[src/rtl/ram32x4_arbiter.sv]
`default_nettype none
// ============================================================================
// Module   : ram32x4_arbiter
// Purpose  : Shares one single-port synchronous RAM between two requesters
//            (A and B) with round-robin arbitration, one access per cycle,
//            and a built-in sweep that writes CLEAR_VAL to every word.
//            Grants are combinational; read data returns on the shared
//            ram_data_out bus one cycle after the grant, qualified by the
//            requester's registered rvalid.
// Revision : 1.0  initial release
// ============================================================================
module ram32x4_arbiter #(
    parameter int                ADDR_W    = 5,
    parameter int                DATA_W    = 4,
    parameter logic [DATA_W-1:0] CLEAR_VAL = '0
) (
    input  logic              clk,
    input  logic              reset,

    // Requester A
    input  logic              a_req,
    input  logic              a_we,
    input  logic [ADDR_W-1:0] a_addr,
    input  logic [DATA_W-1:0] a_wdata,
    output logic              a_gnt,
    output logic              a_rvalid,
    output logic [DATA_W-1:0] a_rdata,

    // Requester B
    input  logic              b_req,
    input  logic              b_we,
    input  logic [ADDR_W-1:0] b_addr,
    input  logic [DATA_W-1:0] b_wdata,
    output logic              b_gnt,
    output logic              b_rvalid,
    output logic [DATA_W-1:0] b_rdata,

    // Clear sequencer
    input  logic              clear_start,
    output logic              clear_busy,
    output logic              clear_done,

    // RAM side
    output logic [ADDR_W-1:0] ram_address,
    output logic [DATA_W-1:0] ram_data_in,
    output logic              ram_write_enable,
    input  logic [DATA_W-1:0] ram_data_out
);

    // ------------------------------------------------------------------------
    // State encoding and constants
    // ------------------------------------------------------------------------
    localparam logic [0:0]        c_S_ARB     = 1'b0;
    localparam logic [0:0]        c_S_CLEAR   = 1'b1;
    localparam logic [ADDR_W-1:0] c_LAST_ADDR = '1;

    // ------------------------------------------------------------------------
    // Registers
    // ------------------------------------------------------------------------
    logic [0:0]        r_state;
    logic              r_last_b;       // 1: B was granted most recently
    logic [ADDR_W-1:0] r_clear_cnt;    // sweep address
    logic              r_clear_done;
    logic              r_a_rvalid;
    logic              r_b_rvalid;
    logic [ADDR_W-1:0] r_addr_last;    // RAM address holds between accesses
    logic [DATA_W-1:0] r_wdata_last;   // write data bus holds likewise

    // ------------------------------------------------------------------------
    // Combinational signals
    // ------------------------------------------------------------------------
    logic [0:0]        w_next_state;
    logic              w_grant_a;
    logic              w_grant_b;
    logic              w_ram_we;
    logic [ADDR_W-1:0] w_ram_address;
    logic [DATA_W-1:0] w_ram_data_in;
    logic              w_sweep_last;

    // The sweep is on its final word when the counter reaches the top address.
    assign w_sweep_last = (r_clear_cnt == c_LAST_ADDR);

    // State register: reset always lands in ARB, aborting any sweep.
    always_ff @(posedge clk) begin
        if (reset) begin
            r_state <= c_S_ARB;
        end else begin
            r_state <= w_next_state;
        end
    end

    // Next-state logic: a clear pulse in ARB starts a sweep; the sweep ends
    // after the top address is written. Pulses during a sweep are ignored.
    always_comb begin
        w_next_state = r_state;
        case (r_state)
            c_S_ARB: begin
                if (clear_start) begin
                    w_next_state = c_S_CLEAR;
                end
            end
            c_S_CLEAR: begin
                if (w_sweep_last) begin
                    w_next_state = c_S_ARB;
                end
            end
            default: begin
                w_next_state = c_S_ARB;
            end
        endcase
    end

    // Output logic: round-robin grant in ARB, sweep writes in CLEAR, and the
    // RAM bus steered from whichever source owns this cycle. Reset silences
    // every grant and write.
    always_comb begin
        w_grant_a     = 1'b0;
        w_grant_b     = 1'b0;
        w_ram_we      = 1'b0;
        w_ram_address = r_addr_last;
        w_ram_data_in = r_wdata_last;
        if (!reset) begin
            case (r_state)
                c_S_ARB: begin
                    // With both requesting, A wins only if B went last.
                    if (a_req && (!b_req || r_last_b)) begin
                        w_grant_a = 1'b1;
                    end else if (b_req) begin
                        w_grant_b = 1'b1;
                    end

                    if (w_grant_a) begin
                        w_ram_address = a_addr;
                        w_ram_data_in = a_wdata;
                        w_ram_we      = a_we;
                    end else if (w_grant_b) begin
                        w_ram_address = b_addr;
                        w_ram_data_in = b_wdata;
                        w_ram_we      = b_we;
                    end
                end
                c_S_CLEAR: begin
                    w_ram_address = r_clear_cnt;
                    w_ram_data_in = CLEAR_VAL;
                    w_ram_we      = 1'b1;
                end
                default: begin
                    w_ram_we = 1'b0;
                end
            endcase
        end
    end

    // Round-robin pointer: remembers which requester was served last.
    always_ff @(posedge clk) begin
        if (reset) begin
            r_last_b <= 1'b1;
        end else if (w_grant_a) begin
            r_last_b <= 1'b0;
        end else if (w_grant_b) begin
            r_last_b <= 1'b1;
        end
    end

    // Read-valid flags: a granted read's data appears on the RAM output
    // exactly one cycle later, so the flag is the grant delayed by one.
    always_ff @(posedge clk) begin
        if (reset) begin
            r_a_rvalid <= 1'b0;
            r_b_rvalid <= 1'b0;
        end else begin
            r_a_rvalid <= w_grant_a && !a_we;
            r_b_rvalid <= w_grant_b && !b_we;
        end
    end

    // Sweep counter and completion pulse: the counter starts at zero on
    // entry to CLEAR and advances once per written word.
    always_ff @(posedge clk) begin
        if (reset) begin
            r_clear_cnt  <= '0;
            r_clear_done <= 1'b0;
        end else begin
            r_clear_done <= (r_state == c_S_CLEAR) && w_sweep_last;
            if (r_state == c_S_CLEAR) begin
                r_clear_cnt <= r_clear_cnt + 1'b1;
            end else begin
                r_clear_cnt <= '0;
            end
        end
    end

    // Bus hold registers: keep the RAM address and data steady when idle.
    always_ff @(posedge clk) begin
        if (reset) begin
            r_addr_last  <= '0;
            r_wdata_last <= '0;
        end else begin
            r_addr_last  <= w_ram_address;
            r_wdata_last <= w_ram_data_in;
        end
    end

    // ------------------------------------------------------------------------
    // Output assignments
    // ------------------------------------------------------------------------
    assign a_gnt            = w_grant_a;
    assign b_gnt            = w_grant_b;
    assign a_rvalid         = r_a_rvalid;
    assign b_rvalid         = r_b_rvalid;
    assign a_rdata          = ram_data_out;
    assign b_rdata          = ram_data_out;
    assign clear_busy       = (r_state == c_S_CLEAR);
    assign clear_done       = r_clear_done;
    assign ram_address      = w_ram_address;
    assign ram_data_in      = w_ram_data_in;
    assign ram_write_enable = w_ram_we;

endmodule
`default_nettype wire

[config.mk]
export PLATFORM = sky130hd
export DESIGN_NAME = ram32x4_arbiter
export DESIGN_NICKNAME = d
export VERILOG_FILES = /design/src/rtl/ram32x4_arbiter.sv
export SDC_FILE = /design/constraint.sdc
export NUM_CORES = 1
export LEC_CHECK = 0
export BUFFER_PORTS_ARGS = -buffer_cell sky130_fd_sc_hd__buf_4
export CORE_ASPECT_RATIO = 1.4
export CORE_MARGIN = 5
export CORE_UTILIZATION = 40
export DETAILED_ROUTE_END_ITERATION = 8
export MAX_ROUTING_LAYER = met4
export PLACE_DENSITY = 0.69
export SYNTH_ARGS = -nofsm -noshare
export SYNTH_HDL_FRONTEND = slang
export SYNTH_SLANG_ARGS = --single-unit
[constraint.sdc]
create_clock -name clk -period 1.9 [get_ports clk]
set_clock_uncertainty 0.15 [all_clocks]
set_input_delay 0.285 -clock clk [delete_from_list [all_inputs] [get_ports clk]]
set_output_delay 0.285 -clock clk [all_outputs]
set_load 0.03 [all_outputs]
==> metrics.txt <==
worst path arrival time=1.47 ns; IO Count=53; endpoint class of the critical path=output port; largest net degree at the start of global routing=20; Critical Path RT=1.46 ns; kind of critical path=reg2out; port bufs=40; Synth-to-Final Area Change=35.02%; worst reg2reg path depth=4; vias in the first global route=998; syn avg cell area=8.552 um2; post-layout util=0.5608; combinational family with the most area after synthesis=simple AND/OR/NAND/NOR gates; first-pass GRT wire length=4.153 mm; post-synthesis compound-gate area fraction=0.1959; Final #Nets=194; mux share of post-synthesis cell area=0.009217; antenna violations before repair=0; share of cells above drive strength 1=0.4444; Die Y=71.66 um; Synth top area share=0.3502; Max clock buf depth=2; synth warn=0; worst hold slack=0.05275 ns; Startpoint Class=register; total number of vias=1029; Max Freq=523.9 MHz; clk_lat worst skew=0.31 ns; violated checks=negative setup slack; Post-synth EDFFs=0; Max Slew Vio Count=0; XOR/XNOR share of the synthesized area=0.01613; Hold Crit Depth=3; Synth Cell Area=0.001086 mm2; n_diodes=0; full die area=0.003872 mm2; Seq/Total Area, Yosys=0.3502; commonest non-fill, non-tap cell in the layout=buf_4; Adder-Cell Fraction of Synth Area=0.02304; H-tree depth=1; Async SR Flop Fraction=0; Leak Pwr=0.6250 nW; Syn Nets=158; core area=0.002615 mm2; Total GRT Usage=0.1449; final worst slack=-0.008660 ns; Detailed Place HPWL=1.943 mm; synth top area cells=dfxtp_1 (35%), buf_4 (7.6%), nand2_1 (5.5%); pwr/cell area=637.5 mW/mm2; GRT Residual Overflow=0; post-synthesis cell type count=34; WL per Instance=13.10 um; CTS Buf Count=3; Starting Density=0.4153; number of synthesized register bits=19; CTS tree=yes; highest-count cells in the layout ignoring fill and taps=buf_4 (44), dfxtp_1 (17), nand2_1 (16), nor2_1 (10), o21ai_1 (8); post-route clock period utilization=1.005; status=finished, violations left; initial DRC count=20; Total Routed Length=2.594 mm; Final ANT Viol Nets=0; clock slew at reported path FFs=0.11 ns; FP Rows=22; post-DR vias/cell=5.197; Sink Count=19; relative slew slack=0.8021; DR pass1 iterations=4; VDD IR max=0.5089 mV; cell taking the most area after synthesis=dfxtp_1; # setup viols final=1; crit-path max FO=6; Fin Setup TNS=-0.008660 ns; die width=54.04 um; GPL Wtd Cong=0.7411; min cycle time layout=1.909 ns; Top FF cell, synth=dfxtp_1; max cap viols=0; Final Hold Fails=0; Worst path max stage delay=0.38 ns; # DRC=0; slowest stage cell, crit path=dfxtp_4; critical path, cell by cell=nor2_4 > buf_6 > o21ai_0 > o21ai_1 > buf_4; RSZ-0062 raised after global routing=yes; Simple-Gate Fraction of Synth Area=0.2846; Synth Instances=127; root buffer cell=clkbuf_4; worst-margin pin slew=0.2963 ns; HP Class=in2reg
==> stage by stage <==
| step | cell area, um2 | cells | total power [mW] | setup slack, ns |
|---|---|---|---|---|
| floorplan | 1086 | 127 | 0.6325 | 0.003181 |
| global placement | 1319 | 190 | 0.6919 | -0.03428 |
| detailed placement | 1319 | 190 | 0.6954 | -0.07146 |
| CTS | 1413 | 196 | 0.9324 | 0.005240 |
| global route | 1466 | 198 | 0.9857 | -0.09893 |
| finish | 1466 | 198 | 0.9349 | -0.008660 |
==> Yosys cell counts (all sizes together) (2+ instances only) <==
cell type	number
nor2	12
or2b	4
a221oi	4
and2	2
nand2b	3
nor3b	5
o21ai	13
and3	2
or2	2
nand2	16
dfxtp	19
o221ai	5
buf	15
nand3	2
nor2b	5
o211ai	5
ha	2
==> area by class of cell <==
type                            count  area (um2)
Fill cell                         255        1149
Multi-Input combinational cell     92       650.6
Sequential cell                    19       385.4
Timing Repair Buffer               46       351.6
Tap cell                           36       45.04
Clock buffer                        3       22.52
Clock inverter                      1       7.507
Inverter                            1       3.754
==> worst max-delay path, delay by kind of cell, from the launching register on <==
kind / cells / cell delay [ns]
compound gates: 2 / 0.23
buf+inv: 2 / 0.33
flops: 1 / 0.38
simple gates: 1 / 0.22
==> cells by family after synthesis <==
kind of cell	count (synthesis)
simple gates	56
buf+inv	16
compound gates	31
mux	1
flops	19
fa+ha+maj	2
xor+xnor	2
==> final timing paths <==
| kind | startpoint | slack (ns) | to |
|---|---|---|---|
| worst min-delay path | clear_start | 0.05 | clear_busy |
| worst max register to register | r_clear_cnt[0] | 0.51 | r_clear_cnt[4] |
| worst max-delay path | clear_busy | -0.009 | ram_data_in[1] |
| worst min register to register | r_clear_cnt[0] | 0.33 | r_clear_cnt[0] |
==> report_power, final <==
part           internal (mW)  switching (mW)
logic                  0.132           0.151
clock network         0.0804           0.136
registers              0.419          0.0161
==> flip-flops by register name, indices dropped and copies added, names as in the netlist <==
register / cells
clear_done: 1
b_rvalid: 1
a_rvalid: 1
r_wdata_last: 4
r_clear_cnt: 5
r_last_b: 1
r_addr_last: 5
clear_busy: 1
==> per-layer routing <==
metal  up-vias  track usage  share of wire
met1       466       0.1544           0.39
met3         5      0.02911          0.088
li1        514            -              -
met2        44       0.2520           0.51
met4         0      0.05817          0.015
met5         -            -              0
==> what timing repair did <==
item                       4_1_cts  5_1_grt
hold endpoints to repair         1        0
setup endpoints to repair        9        9
pin swaps                        1        5
gates cloned                     0        0
buffers inserted                 1        2
resized for setup               10       12
hold buffers                     1        0
No activity file was read; power rests on OpenSTA's default activity.
